### config.mk
export PLATFORM = sky130hd
export DESIGN_NAME = vga_timing_ctrl
export DESIGN_NICKNAME = d
export VERILOG_FILES = /design/src/rtl/vga_timing_ctrl.sv
export SDC_FILE = /design/constraint.sdc
export NUM_CORES = 1
export LEC_CHECK = 0
export CAP_MARGIN = 40
export CORE_MARGIN = 5
export CORE_UTILIZATION = 47
export DETAILED_ROUTE_END_ITERATION = 6
export GPL_TIMING_DRIVEN = 1
export PLACE_DENSITY = 0.76
export SETUP_SLACK_MARGIN = 0.05
export SLEW_MARGIN = 5
export SYNTH_ARGS = -nofsm -noshare
export SYNTH_HDL_FRONTEND = slang
export SYNTH_SLANG_ARGS = --single-unit
export TNS_END_PERCENT = 30
### constraint.sdc
create_clock -name clk -period 2.1 [get_ports clk]
set_clock_uncertainty 0.2 [all_clocks]
set_input_delay 0.21 -clock clk [delete_from_list [all_inputs] [get_ports clk]]
set_output_delay 0.21 -clock clk [all_outputs]
set_load 0.05 [all_outputs]
### src/rtl/vga_timing_ctrl.sv
// Parametrised VGA timing generator: integer pixel prescaler, raster
// counters, registered syncs/strobes and a per-frame selectable RGB source.
module vga_timing_ctrl #(
  parameter int CLK_DIV  = 4,
  parameter int CW       = 4,
  parameter int H_ACTIVE = 640,
  parameter int H_FP     = 19,
  parameter int H_SYNC   = 97,
  parameter int H_BP     = 44,
  parameter int V_ACTIVE = 480,
  parameter int V_FP     = 13,
  parameter int V_SYNC   = 2,
  parameter int V_BP     = 30,
  parameter bit HS_POL   = 1'b0,
  parameter bit VS_POL   = 1'b0,
  parameter int X_W      = 10,
  parameter int Y_W      = 10,
  parameter int FRAME_W  = 8,
  parameter int CHK_LOG2 = 5
) (
  input  logic               clk,
  input  logic               rstn,
  input  logic               en,
  input  logic [1:0]         mode,
  input  logic [3*CW-1:0]    pixel_color,
  output logic [CW-1:0]      vgaRed,
  output logic [CW-1:0]      vgaGreen,
  output logic [CW-1:0]      vgaBlue,
  output logic               Hsync,
  output logic               Vsync,
  output logic [X_W-1:0]     XCoord,
  output logic [Y_W-1:0]     YCoord,
  output logic               active,
  output logic               line_start,
  output logic               frame_start,
  output logic [FRAME_W-1:0] frame_cnt
);

  typedef enum logic [1:0] {
    MODE_PASS  = 2'd0,
    MODE_BARS  = 2'd1,
    MODE_CHECK = 2'd2,
    MODE_BLACK = 2'd3
  } mode_e;

  localparam int H_TOTAL = H_ACTIVE + H_FP + H_SYNC + H_BP;
  localparam int V_TOTAL = V_ACTIVE + V_FP + V_SYNC + V_BP;
  localparam int PW      = (CLK_DIV > 1) ? $clog2(CLK_DIV) : 1;
  // Narrow screens still get non-zero bars; every pixel then lands in a bar.
  localparam int BAR_W   = (H_ACTIVE / 8 > 0) ? H_ACTIVE / 8 : 1;

  localparam logic [PW-1:0]  P_LAST   = PW'(CLK_DIV - 1);
  localparam logic [X_W-1:0] X_LAST   = X_W'(H_TOTAL - 1);
  localparam logic [X_W-1:0] X_ACT    = X_W'(H_ACTIVE);
  localparam logic [X_W-1:0] HS_BEG   = X_W'(H_ACTIVE + H_FP);
  localparam logic [X_W-1:0] HS_END   = X_W'(H_ACTIVE + H_FP + H_SYNC - 1);
  localparam logic [X_W-1:0] BAR_LAST = X_W'(BAR_W - 1);
  localparam logic [Y_W-1:0] Y_LAST   = Y_W'(V_TOTAL - 1);
  localparam logic [Y_W-1:0] Y_ACT    = Y_W'(V_ACTIVE);
  localparam logic [Y_W-1:0] VS_BEG   = Y_W'(V_ACTIVE + V_FP);
  localparam logic [Y_W-1:0] VS_END   = Y_W'(V_ACTIVE + V_FP + V_SYNC - 1);

  // Elaboration-time sanity on geometry versus counter widths.
  if (CLK_DIV < 1) begin : g_bad_div
    $error("CLK_DIV must be at least 1");
  end
  if ((H_TOTAL - 1) >= (1 << X_W)) begin : g_bad_xw
    $error("H_TOTAL-1 does not fit in X_W");
  end
  if ((V_TOTAL - 1) >= (1 << Y_W)) begin : g_bad_yw
    $error("V_TOTAL-1 does not fit in Y_W");
  end
  if (CHK_LOG2 >= X_W || CHK_LOG2 >= Y_W) begin : g_bad_chk
    $error("CHK_LOG2 must index inside XCoord and YCoord");
  end

  logic [PW-1:0]  pcnt;
  logic           tick;
  logic           x_wrap, y_wrap;
  logic [X_W-1:0] x_nxt;
  logic [Y_W-1:0] y_nxt;
  logic [X_W-1:0] bar_cnt;
  logic [2:0]     bar_idx;
  mode_e          mode_q;

  assign tick   = en && (pcnt == P_LAST);
  assign x_wrap = (XCoord == X_LAST);
  assign y_wrap = (YCoord == Y_LAST);

  // Next raster position, consumed only on a pixel tick.
  always_comb begin
    x_nxt = XCoord + 1'b1;
    y_nxt = YCoord;
    if (x_wrap) begin
      x_nxt = '0;
      y_nxt = y_wrap ? '0 : YCoord + 1'b1;
    end
  end

  // Pixel prescaler; frozen whenever en is low.
  always_ff @(posedge clk or negedge rstn) begin
    if (!rstn)   pcnt <= '0;
    else if (en) pcnt <= tick ? '0 : pcnt + 1'b1;
  end

  // Raster counters plus every output that must stay aligned with them.
  // Strobes clear each clock so they never stretch when en drops.
  always_ff @(posedge clk or negedge rstn) begin
    if (!rstn) begin
      XCoord      <= '0;
      YCoord      <= '0;
      Hsync       <= ~HS_POL;
      Vsync       <= ~VS_POL;
      active      <= 1'b1;
      line_start  <= 1'b0;
      frame_start <= 1'b0;
      frame_cnt   <= '0;
      mode_q      <= MODE_PASS;
    end else begin
      line_start  <= 1'b0;
      frame_start <= 1'b0;
      if (tick) begin
        XCoord      <= x_nxt;
        YCoord      <= y_nxt;
        Hsync       <= (x_nxt >= HS_BEG && x_nxt <= HS_END) ? HS_POL : ~HS_POL;
        Vsync       <= (y_nxt >= VS_BEG && y_nxt <= VS_END) ? VS_POL : ~VS_POL;
        active      <= (x_nxt < X_ACT) && (y_nxt < Y_ACT);
        line_start  <= x_wrap;
        frame_start <= x_wrap && y_wrap;
        if (x_wrap && y_wrap) begin
          frame_cnt <= frame_cnt + 1'b1;
          mode_q    <= mode_e'(mode);
        end
      end
    end
  end

  // Colour-bar index tracked alongside X; saturates at the last bar.
  always_ff @(posedge clk or negedge rstn) begin
    if (!rstn) begin
      bar_cnt <= '0;
      bar_idx <= '0;
    end else if (tick) begin
      if (x_wrap) begin
        bar_cnt <= '0;
        bar_idx <= '0;
      end else if (bar_cnt == BAR_LAST) begin
        bar_cnt <= '0;
        if (bar_idx != 3'd7) bar_idx <= bar_idx + 1'b1;
      end else begin
        bar_cnt <= bar_cnt + 1'b1;
      end
    end
  end

  // RGB source select; blanking overrides every mode.
  always_comb begin
    vgaRed   = '0;
    vgaGreen = '0;
    vgaBlue  = '0;
    if (active) begin
      case (mode_q)
        MODE_PASS: begin
          vgaRed   = pixel_color[CW-1:0];
          vgaGreen = pixel_color[2*CW-1:CW];
          vgaBlue  = pixel_color[3*CW-1:2*CW];
        end
        MODE_BARS: begin
          vgaRed   = {CW{bar_idx[0]}};
          vgaGreen = {CW{bar_idx[1]}};
          vgaBlue  = {CW{bar_idx[2]}};
        end
        MODE_CHECK: begin
          if (XCoord[CHK_LOG2] ^ YCoord[CHK_LOG2]) begin
            vgaRed   = '1;
            vgaGreen = '1;
            vgaBlue  = '1;
          end
        end
        default: ;
      endcase
    end
  end

endmodule

==> impl_results.md <==
- Fill count: 485
- Post-Synth Adder-Cell Area: 3.73%
- Simple-Gate Fraction of Synth Area: 25.7%
- Max Cap Viol: 0
- CP Capture Type: primary output
- Synthesized net count: 372
- Max Slew Vio Count: 0
- Worst path cell trace: xnor2_4, nor3_4, buf_6, a21oi_2, o21ai_2, and2_4, buf_12
- #FFs+latches synth: 50
- DP Worst Slack: -88.8 ps
- Vias in the first global route: 2857
- Initial antenna violation count: 0
- Syn Std Cell Area: 3020 um^2
- Endpoints failing setup: 15
- CP max FO: 6
- Worst-case clock buffer depth: 2
- Sequential area share after synthesis: 41.5%
- Lkg Pwr: 2.01 nW
- Final wirelength: 8120 um
- Share of layout cells above drive strength 1: 32.6%
- Maximum VDD drop: 0.916 mV
- Nets@finish: 473
- Largest net degree at the start of global routing: 29
- Yosys top cell area share: 38.9%
- DRC violation count after routing: 0
- # IOs: 62
- Detailed Routing Iterations Pass 1: 4
- Worst Path Required: 1690 ps
- Mux cell area share after synthesis: 1.45%
- RSZ-0062 raised after global routing: true
- First-pass GRT wire length: 13800 um
- Root Driver: clkbuf_8
- Area Overhead vs Synth: 47.9%
- Failing checks: negative setup slack
- Vias: 2959
- Max_slew headroom: 57.2%
- Period utilisation layout: 105%
- IO buf count: 61
- Ant diodes: 0
- Largest family of logic cells by synthesized area: simple AND/OR/NAND/NOR gates
- Gr usage total: 20.0%
- Core Box Area: 6310 um^2
- Ys Warns: 0
- Status: complete, but fails checks
- Clock Latency Late Sink: 310 ps
- Synth area leader: dfrtp_1
- Cts bufs inserted: 5
- Finished Core Util: 70.8%
- Routability cong.: 0.915
- Storage cell area: 1280 um^2
- Total congestion overflow: 0
- Clock sinks: 50
- Row count: 29
- Area of the multi-input gates: 1830 um^2
- Final Hold Viols: 0
- Compound-Gate Fraction of Synth Area: 16.5%
- Number of flops mapped to enable cells by yosys: 0
- Final hold slack: 239 ps
- Post-synth top flop: dfrtp_1
- Synth cell count leaders: dfrtp_1 (47), nand2_1 (43), o21ai_0 (35)
- Cell Pwr Density: 617 nW/um^2
- Top-count cell post-synth: dfrtp_1
- Worst-path cell with the longest stage delay: dfrtp_2
- Area contributors post-synth: dfrtp_1 (39%), o21ai_0 (5.8%), nand2_1 (5.3%)
- Worst-margin pin slew: 643 ps
- Avg Vias per Cell: 5.64
- Mean Syn Cell Area: 8.74 um^2
- Critical path class: flop to primary output
- Total Die Area: 8140 um^2
- Largest stage delay, worst path: 480 ps
- FF-to-FF setup slack: -60 ps
- Post-Syn Instances: 346
- CTS tree: done
- XOR/XNOR share of the synthesized area: 7.24%
- Unique masters post-synth: 53
- Initial Util: 47.9%
- Clk slew on worst S/H paths: 100 ps
- Fmax: 454 MHz
- Crit path launch type: flop
- DR WL/cell: 15.5 um
- Post-route ant nets: 0
- Hold WC Path Type: input port to flop
- Die Wd: 90.2 um
- DRT iter0 DRCs: 179
- Die H: 90.2 um
- Asr flop ratio synth: 100%
- Final setup margin: -101 ps
- Tmin final: 2200 ps
- DP HPWL: 6160 um
- H-tree lvl count: 2
- Critical Path AT: 1790 ps
## worst paths after layout
check / cells past startpoint / startpoint / to
max: 7 / YCoord[5] / vgaGreen[1]
min: 3 / mode[0] / mode_q[0]
max reg2reg: 6 / XCoord[5] / Vsync
min reg2reg: 1 / frame_cnt[7] / frame_cnt[7]
max in group asynchronous: 3 / rstn / mode_q[0]
min in group asynchronous: 2 / rstn / XCoord[9]
## cells in the final DEF, fill, tap and decap left out, drive strengths merged, types with 9 or more instances in the layout
| cell | count |
|---|---|
| and2 | 16 |
| ha | 9 |
| nand2 | 43 |
| buf | 74 |
| nand4 | 9 |
| o21ai | 35 |
| nor3 | 13 |
| dlygate4sd2 | 10 |
| inv | 9 |
| clkdlybuf4s50 | 28 |
| nor2 | 29 |
| xor2 | 14 |
| a21oi | 18 |
| nand3 | 15 |
| dfrtp | 47 |
| xnor2 | 11 |
## flip-flops by register name (all words and copies together), names as in the netlist, 2 cells and up
name       cells
bar_cnt       10
pcnt           2
frame_cnt      8
bar_idx        3
XCoord        10
YCoord        10
mode_q         2
## worst max-delay path, delay by kind of cell (launching register included)
family                    cells  cell delay, ps
AOI/OAI and AO/OA             2             190
xor gates and xnor gates      1             160
buffers and inverters         2             290
DFF                           1             480
and+or+nand+nor               2             370
## where the power goes
group          switching, mW  internal [mW]
clock                  0.353          0.364
combinational          0.489          0.325
sequential             0.141           1.09
total                  0.983           1.78
## area by class of cell
type / count / share of cell area (%)
tap: 77 / 2.16
clock buffer: 5 / 1.54
inverter: 8 / 0.700
clock inverter: 3 / 1.06
sequential: 50 / 28.6
timing repair buffer: 115 / 25.1
multi-input combinational: 267 / 40.9
## logic make-up (layout without fill, tap and decap cells)
kind of cell	count (synthesis)	after routing
compound gates	81	81
xor+xnor	25	25
fa+ha+maj	9	9
buf+inv	29	131
flops	50	50
mux	4	4
simple gates	148	148
## per-layer routing
layer | routed length, um | share of wire, % | track usage [%] | vias up
met1 | 3350 | 41 | 25.6 | 1461
li1 | - | - | - | 1422
met4 | 61 | 0.75 | 3.47 | 0
met5 | 0 | 0 | 0 | -
met3 | 378 | 4.7 | 3.26 | 5
met2 | 4330 | 53 | 35.9 | 71
## per-stage QoR
stage | instances | setup TNS, ps | area, um^2 | power [mW]
after detailed placement | 510 | -361 | 4210 | 2.04
after floorplan | 346 | -1400 | 3180 | 1.71
after CTS | 524 | -1750 | 4430 | 2.77
after global placement | 510 | -27.1 | 4210 | 2.00
after global routing | 525 | -2910 | 4470 | 2.89
final | 525 | -1010 | 4470 | 2.76
## timing repair
action	CTS	global route
buffers inserted	5	1
endpoints found under the hold margin	23	0
hold buffers	1	0
pin swaps	6	8
gates resized for setup	39	14
endpoints found under the setup margin	32	34
Power figures use the tool's default switching activity.
